==> config.mk <==
export PLATFORM = sky130hd
export DESIGN_NAME = sl_fifo_wr_arbiter
export DESIGN_NICKNAME = d
export VERILOG_FILES = /design/src/rtl/sl_fifo_pkg.sv /design/src/rtl/sl_rr_pick.sv /design/src/rtl/sl_fifo_wr_arbiter.sv
export SDC_FILE = /design/constraint.sdc
export NUM_CORES = 1
export LEC_CHECK = 0
export ABC_AREA = 1
export CAP_MARGIN = 10
export CORE_ASPECT_RATIO = 0.6
export CORE_UTILIZATION = 42
export DETAILED_ROUTE_END_ITERATION = 8
export PLACE_DENSITY = 0.87
export REMOVE_ABC_BUFFERS = 1
export SLEW_MARGIN = 0
export SYNTH_ARGS = -nofsm -noshare
export SYNTH_HDL_FRONTEND = slang
export SYNTH_SLANG_ARGS = --single-unit
export TNS_END_PERCENT = 10
==> constraint.sdc <==
create_clock -name clk -period 1.9 [get_ports clk]
set_input_delay 0.38 -clock clk [delete_from_list [all_inputs] [get_ports clk]]
set_output_delay 0.38 -clock clk [all_outputs]
set_load 0.01 [all_outputs]
==> src/rtl/sl_fifo_pkg.sv <==
// Shared word format, modifier codes and write-arbiter state encoding for the host-bound FIFO path.
package sl_fifo_pkg;

   localparam int unsigned WordW = 34;
   localparam int unsigned HMB   = 33;
   localparam int unsigned LMB   = 32;

   typedef enum logic [1:0] {
      ModConfig  = 2'd0,
      ModData    = 2'd1,
      ModStatus  = 2'd2,
      ModChannel = 2'd3
   } sl_mod_e;

   typedef enum logic [3:0] {
      StArb    = 4'b0001,
      StTag    = 4'b0010,
      StTagGap = 4'b0100,
      StData   = 4'b1000
   } sl_arb_state_e;

   // Tag word announcing that the following data words belong to source idx.
   function automatic logic [WordW-1:0] chan_tag(input int unsigned idx);
      logic [WordW-1:0] w;
      w          = '0;
      w[HMB:LMB] = ModChannel;
      w[LMB-1:0] = idx;
      return w;
   endfunction

endpackage

==> src/rtl/sl_rr_pick.sv <==
// Combinational round-robin search: first set request at or after start, wrapping at N_REQ.
module sl_rr_pick #(
   parameter int unsigned N_REQ = 2,
   parameter int unsigned IdxW  = (N_REQ > 1) ? $clog2(N_REQ) : 1
) (
   input  logic [N_REQ-1:0] req,
   input  logic [IdxW-1:0]  start,
   output logic [IdxW-1:0]  winner,
   output logic             any
);

   logic [IdxW:0] j;

   always_comb begin
      winner = '0;
      any    = 1'b0;
      j      = '0;
      for (int unsigned i = 0; i < N_REQ; i++) begin
         j = {1'b0, start} + (IdxW + 1)'(i);
         if (j >= (IdxW + 1)'(N_REQ)) begin
            j = j - (IdxW + 1)'(N_REQ);
         end
         if (!any && req[j[IdxW-1:0]]) begin
            any    = 1'b1;
            winner = j[IdxW-1:0];
         end
      end
   end

endmodule

==> src/rtl/sl_fifo_wr_arbiter.sv <==
// Round-robin, burst-bounded sharing of the host FIFO write port among N_REQ word sources.
// Define SL_ARB_CHANNEL_TAG_EN to prefix a channel tag word whenever the owning source changes.
module sl_fifo_wr_arbiter
   import sl_fifo_pkg::*;
#(
   parameter int unsigned N_REQ     = 2,
   parameter int unsigned MAX_BURST = 4
) (
   input  logic                     clk,
   input  logic                     rst_n,
   input  logic [N_REQ-1:0]         req_valid,
   input  logic [WordW*N_REQ-1:0]   req_data,
   output logic [N_REQ-1:0]         req_ready,
   input  logic                     fifo_write_full,
   output logic [WordW-1:0]         fifo_write_data,
   output logic                     fifo_write_inc
);

   localparam int unsigned IdxW = (N_REQ > 1) ? $clog2(N_REQ) : 1;
   localparam int unsigned CntW = $clog2(MAX_BURST + 1);

   sl_arb_state_e   state_q;
   logic [IdxW-1:0] owner_q;
   logic [CntW-1:0] burst_q;
`ifdef SL_ARB_CHANNEL_TAG_EN
   logic            tag_valid_q;
   logic [WordW-1:0] owner_word;
`endif

   logic [IdxW-1:0]  start_idx, pick_idx, winner;
   logic             pick_any, others_valid, owner_cont;
   logic [N_REQ-1:0] own_mask, win_mask;
   logic [WordW-1:0] winner_word;
   logic [CntW-1:0]  burst_base;

   function automatic logic [CntW-1:0] sat_inc(input logic [CntW-1:0] c);
      return (c == CntW'(MAX_BURST)) ? c : c + 1'b1;
   endfunction

   sl_rr_pick #(
      .N_REQ (N_REQ),
      .IdxW  (IdxW)
   ) u_pick (
      .req    (req_valid),
      .start  (start_idx),
      .winner (pick_idx),
      .any    (pick_any)
   );

   always_comb begin
      own_mask          = '0;
      own_mask[owner_q] = 1'b1;
      start_idx    = (32'(owner_q) == N_REQ - 1) ? '0 : owner_q + 1'b1;
      others_valid = |(req_valid & ~own_mask);
      // The burst limit only bites while someone else is waiting.
      owner_cont   = req_valid[owner_q] && ((burst_q < CntW'(MAX_BURST)) || !others_valid);
      winner       = owner_cont ? owner_q : pick_idx;
      win_mask     = N_REQ'(1) << winner;
      winner_word  = req_data[32'(winner) * WordW +: WordW];
      burst_base   = ((winner != owner_q) || !others_valid) ? '0 : burst_q;
`ifdef SL_ARB_CHANNEL_TAG_EN
      owner_word   = req_data[32'(owner_q) * WordW +: WordW];
`endif
   end

   always_ff @(posedge clk or negedge rst_n) begin
      if (!rst_n) begin
         state_q         <= StArb;
         owner_q         <= '0;
         burst_q         <= '0;
`ifdef SL_ARB_CHANNEL_TAG_EN
         tag_valid_q     <= 1'b0;
`endif
         fifo_write_data <= '0;
         fifo_write_inc  <= 1'b0;
         req_ready       <= '0;
      end else begin
         fifo_write_inc <= 1'b0;
         req_ready      <= '0;
         unique case (state_q)
            StArb: begin
               if (!fifo_write_full && pick_any) begin
`ifdef SL_ARB_CHANNEL_TAG_EN
                  if ((winner != owner_q) || !tag_valid_q) begin
                     state_q         <= StTag;
                     owner_q         <= winner;
                     burst_q         <= '0;
                     tag_valid_q     <= 1'b1;
                     fifo_write_data <= chan_tag(32'(winner));
                     fifo_write_inc  <= 1'b1;
                  end else begin
                     state_q         <= StData;
                     burst_q         <= sat_inc(burst_base);
                     fifo_write_data <= winner_word;
                     fifo_write_inc  <= 1'b1;
                     req_ready       <= win_mask;
                  end
`else
                  state_q         <= StData;
                  owner_q         <= winner;
                  burst_q         <= sat_inc(burst_base);
                  fifo_write_data <= winner_word;
                  fifo_write_inc  <= 1'b1;
                  req_ready       <= win_mask;
`endif
               end
            end
`ifdef SL_ARB_CHANNEL_TAG_EN
            StTag: begin
               state_q <= StTagGap;
            end
            // Gap cycle lets the full flag reflect the tag write before the data word goes out.
            StTagGap: begin
               if (!fifo_write_full) begin
                  state_q         <= StData;
                  burst_q         <= sat_inc(burst_q);
                  fifo_write_data <= owner_word;
                  fifo_write_inc  <= 1'b1;
                  req_ready       <= own_mask;
               end
            end
`endif
            StData: begin
               state_q <= StArb;
            end
            default: begin
               state_q <= StArb;
            end
         endcase
      end
   end

endmodule

[Word level (Yosys, flattened, before mapping)]
Index checks and enable logic that the tools add are counted.
Word-level totals
  output and inout bits: 37
  input bits: 73
  logic and storage cells: 62
  register bits after elaboration: 45
Operators by class
  $lt $le $gt $ge: 7
  equality and inequality tests: 4
  multipliers: 1
  bitwise logic cells: 2
  $add $sub $neg: 5
  mux-type cells: 24
  reductions and logical operators: 11
  shifts and indexed selects: 2
Operator list (count)
  indexed part select 68 x 8 -> 34 bit: 1
  2-to-1 mux 1 bit: 17
  2-to-1 mux 4 bit: 2
  less-than comparator 1 x 2 -> 1 bit (second input constant): 3
  multiplier 1 x 5 -> 6 bit (second input constant): 1
  2-to-1 mux 3 bit: 2
  == test 4 x 1 -> 1 bit (second input constant): 1
  logical AND 1 bit: 4
  2-to-1 mux 2 bit: 2
  adder 3 x 1 -> 3 bit (second input constant): 1
  == test 3 bit (second input constant): 1
  zero test 1 bit: 3
  less-than comparator 3 bit (second input constant): 1
  adder 1 x 1 -> 2 bit (second input constant): 1
  AND 2 bit: 1
  greater-or-equal comparator 1 x 2 -> 1 bit (second input constant): 1
  greater-or-equal comparator 2 bit (second input constant): 1
  logical OR 1 bit: 2
  != test 2 bit (second input constant): 1
  NOT 2 bit: 1
  AND reduction 2 bit: 1
  OR reduction 2 bit: 1
  left shift 1 x 1 -> 2 bit (first input constant): 1
  subtractor 1 bit (second input constant): 2
  other kinds (4): 4

[Logic depth before layout (Yosys ltp)]
  depth in word-level cells: 16
  mapped depth: 7
  mapped depth without buffers: 6

[Cells and area by module]
Synthesis repeated with hierarchy kept, for this count alone.
Unflattened totals
  cells, all modules: 245
  area, all modules: 2000.7 µm²
Modules (own cells, without submodules)
  sl_fifo_wr_arbiter: instances 1, cells an instance 241, sequential area each 1077.3 µm², area each 1981.9 µm²
  sl_rr_pick: instances 1, cells an instance 4, sequential area each 0.0 µm², area each 18.8 µm²

[Worst setup path after synthesis]
No wires, ideal clock.
  path kind: register to register
  start point: register state_q[0]
  end point: register fifo_write_data[2]
  setup time: 0.069 ns
  buffers on the path: 2
  arrival: 1.127 ns
  slack: 0.705 ns
  clock period less this slack: 1.195 ns
  cell stages (with the launch flop): 7
  data required time: 1.831 ns
  path through: dfstp_2 -> nand3b_1 -> nor2_2 -> buf_6 -> buf_6 -> nand3_1 -> nand3_1
Between the ends
  cells in the longest elaborated chain, start to end: 2
RTL lines
  from (decl): line sl_fifo_wr_arbiter.sv:22  | sl_arb_state_e state_q;
  from (signal assigned): line sl_fifo_wr_arbiter.sv:68  | state_q <= StArb;
  from (signal assigned): line sl_fifo_wr_arbiter.sv:99  | state_q <= StData;
  from (signal assigned): line sl_fifo_wr_arbiter.sv:124  | state_q <= StArb;
  == test 4 x 1 -> 1 bit: line sl_fifo_wr_arbiter.sv:80  | unique case (state_q)
  AND reduction 2 bit (no source line)
  to (signal assigned): line sl_fifo_wr_arbiter.sv:102  | fifo_write_data <= winner_word;
  to (decl): line sl_fifo_wr_arbiter.sv:15  | output logic [WordW-1:0] fifo_write_data,
No other way between the ends.
A chain may end at the register's enable or synchronous reset.

[Final worst setup path]
  start point: register fifo_write_data[16]
  end point: output fifo_write_data[16]
No word-level cell between the ends.

==> flow_summary_export.csv <==
group,metric,value,unit
status,outcome,"finished, final reports clean",
drt,dr.pass1.iters,4,
synthesis,synthCells,231,
setup_path,startpoint_type,"flop",
global_routing,antenna_found_initial,0,
worst_hold_path,min_path_type,"input pin to asynchronous set/reset pin",
power_and_ir_drop,p_total,3.268,mW
setup_path,arrival,1230,ps
drt,viasPerCell,5.351,
final_layout,fin_util,72.04,%
global_routing,grt_use_total,25.01,%
drt,vias,2167,
floorplanning,num_rows,19,
setup_path,reg2reg_setup_slack,500,ps
setup_path,path_class,"flop to output pin",
setup_path,crit_required,1520,ps
floorplanning,dieWidth,92.43,um
timing,max_slew_margin,52.76,%
setup_path,max_stage_delay,560,ps
power_and_ir_drop,power.switching,959.3,uW
cts,post_cts_resize_count,0,
cts,post_cts_buffers,0,
timing,setup_violations,0,
cts,insertion_delay,300,ps
setup_path,r2r-start,"state_q[0]",
synthesis,ys_ff_latch,43,
placed_design,dp.cells,397,
cts,clock-root-buffer,"clkbuf_8",
floorplanning,core,4636,um2
floorplanning,ios,110,
synthesis,synth_area,2061,um2
cts,ctsHoldBuffers,0,
drt,wl,6196,um
setup_path,cp.depth,1,
final_layout,nNetsFinal,415,
setup_path,crit_buf_inv,1,
cts,cts-root-to-sink-buffers,2,
final_layout,fillers,362,
timing,finalCritPeriodShare,84.67,%
drt,drc_errors,0,
job,cap_violations,0,
global_routing,overflow,0,
cts,cts_htree_levels,2,
global_routing,grt_pass1_vias,2089,
placed_design,hpwl,4458,um
timing,finClkSkew,5.350,ps
cts,cts.sinks,43,
setup_path,critPathTopFamily,"buffers and inverters",
drt,drtAntennaViolNets,0,
timing,drv_slew,0,
synthesis,synth_cell_types,17,
final_layout,layout-drive-gt1-share,7.895,%
placed_design,io_buffers,109,
placed_design,finalWeightedCongestion,0.7826,
timing,hold_viol,0,
timing,period_minus_slack,1609,ps
cts,clkSlewWorstSetupHoldPaths,80,ps
setup_path,cp_max_fo,2,
final_layout,diodes,0,
timing,fin_ws,291.3,ps
power_and_ir_drop,p_leak,1.478,nW
synthesis,synth.avg_cell_area,8.921,um2
power_and_ir_drop,clkPwrFrac,25.8,%
final_layout,layout_commonest_cell,"clkdlybuf4s50_1",
floorplanning,start_util,44.45,%
cts,cts_tree,"yes",
synthesis,ys_seq_area_share,52.28,%
setup_path,end_kind,"output pin",
global_routing,grt_max_degree,32,
final_layout,layout_common_cells,"108 x clkdlybuf4s50_1, 71 x nand3_1, 42 x nand2_1, 42 x dfrtp_1, 36 x nand4_1",
synthesis,yosysWarnings,0,
power_and_ir_drop,power.internal,2.308,mW
floorplanning,die-area,5200,um2
drt,wl_per_cell,15.30,um
power_and_ir_drop,power_density,978.5,nW/um2
floorplanning,die_h,56.26,um
global_routing,grt_pass1_wl,9984,um
timing,fmax,621.6,MHz
timing,rsz0062_at_grt,"false",
power_and_ir_drop,combPwrFrac,35.4,%
setup_path,reg2regPathDepth,5,
setup_path,crit_chain,"clkdlybuf4s50_1",
timing,setup-tns-final,0,ps
cts,cts_buffers,5,
power_and_ir_drop,pwr-share-seq,38.8,%
timing,worstMarginPinSlew,708.6,ps
power_and_ir_drop,switching_share,29.36,%
power_and_ir_drop,vdd_drop_max,0.5186,mV
setup_path,r2r_end,"fifo_write_data[1]",
final_layout,final_cells,405,
final_layout,area_growth,62.05,%
drt,drt_iter0_markers,109,
placed_design,pre_cts_ws,37.35,ps
setup_path,slowest_stage,"clkdlybuf4s50_1",
## power by group through the flow
stage	sequential (mW)	combinational [mW]	clock (mW)
6_report	1.27	1.16	0.843
5_1_grt	1.29	1.26	0.896
4_1_cts	1.27	1.17	0.857
3_5_place_dp	1.28	1.16	0
3_3_place_gp	1.28	1.14	0
2_1_floorplan	1.36	0.312	0
## metal layers
layer  vias to the layer above  routed length (um)  track usage (%)
li1                       1041                   -                -
met1                      1005                2547            32.92
met2                       114                2837            38.94
met3                         7                 760            9.350
met4                         0                  51            6.696
met5                         -                   0                0
## cell usage after synthesis (all sizes together)
library cell / instances / share of area, %
buf: 22 / 7.6
nor2: 4 / 0.85
dfrtp: 42 / 51
o21ai: 2 / 0.49
dfstp: 1 / 1.3
nand3b: 1 / 0.36
nand3: 72 / 18
nand2: 42 / 7.7
nand4: 36 / 11
inv: 7 / 1.3
a21oi: 1 / 0.24
ha: 1 / 0.61
## final cells by class
| type | instances | area [um2] | share of cell area [%] |
|---|---|---|---|
| repair buffers | 125 | 1219 | 36.49 |
| flip-flops and latches | 43 | 1077 | 32.26 |
| multi-input cells | 159 | 805.8 | 24.13 |
| well taps | 63 | 78.83 | 2.360 |
| clock buffers | 6 | 72.57 | 2.173 |
| clock inverters | 2 | 60.06 | 1.798 |
| inverters | 7 | 26.28 | 0.7868 |
## through the flow
stage / hold slack (ps) / instance area, um2
finish: 126.8 / 3339
global route: 149.9 / 3339
CTS: 135.1 / 3339
detailed placement: 458.2 / 3207
global placement: 454.4 / 3207
floorplan: 84.41 / 1904
## cells by family (layout without fill, tap and decap cells)
kind of cell | after synthesis | after routing | synth area share, %
and+or+nand+nor | 155 | 155 | 37.52
DFF | 43 | 43 | 52.28
buffers and inverters | 29 | 140 | 8.865
AOI/OAI and AO/OA | 3 | 3 | 0.7279
adders and majority gates | 1 | 1 | 0.6071
## worst max-delay path by stage
stage / start / endpoint
after floorplan: state_q[0] / fifo_write_data[27]
after global placement: req_valid[1] / fifo_write_data[11]
after detailed placement: req_valid[0] / fifo_write_data[1]
after CTS: fifo_write_data[4] / fifo_write_data[4]
after global routing: req_valid[0] / fifo_write_data[33]
final: fifo_write_data[16] / fifo_write_data[16]
## state kept, by name, indices dropped and copies added (netlist names)
signal,cells
fifo_write_data,34
burst_q,3
req_ready,2
state_q,2
fifo_write_inc,1
owner_q,1
(Power assumes the default switching activity.)
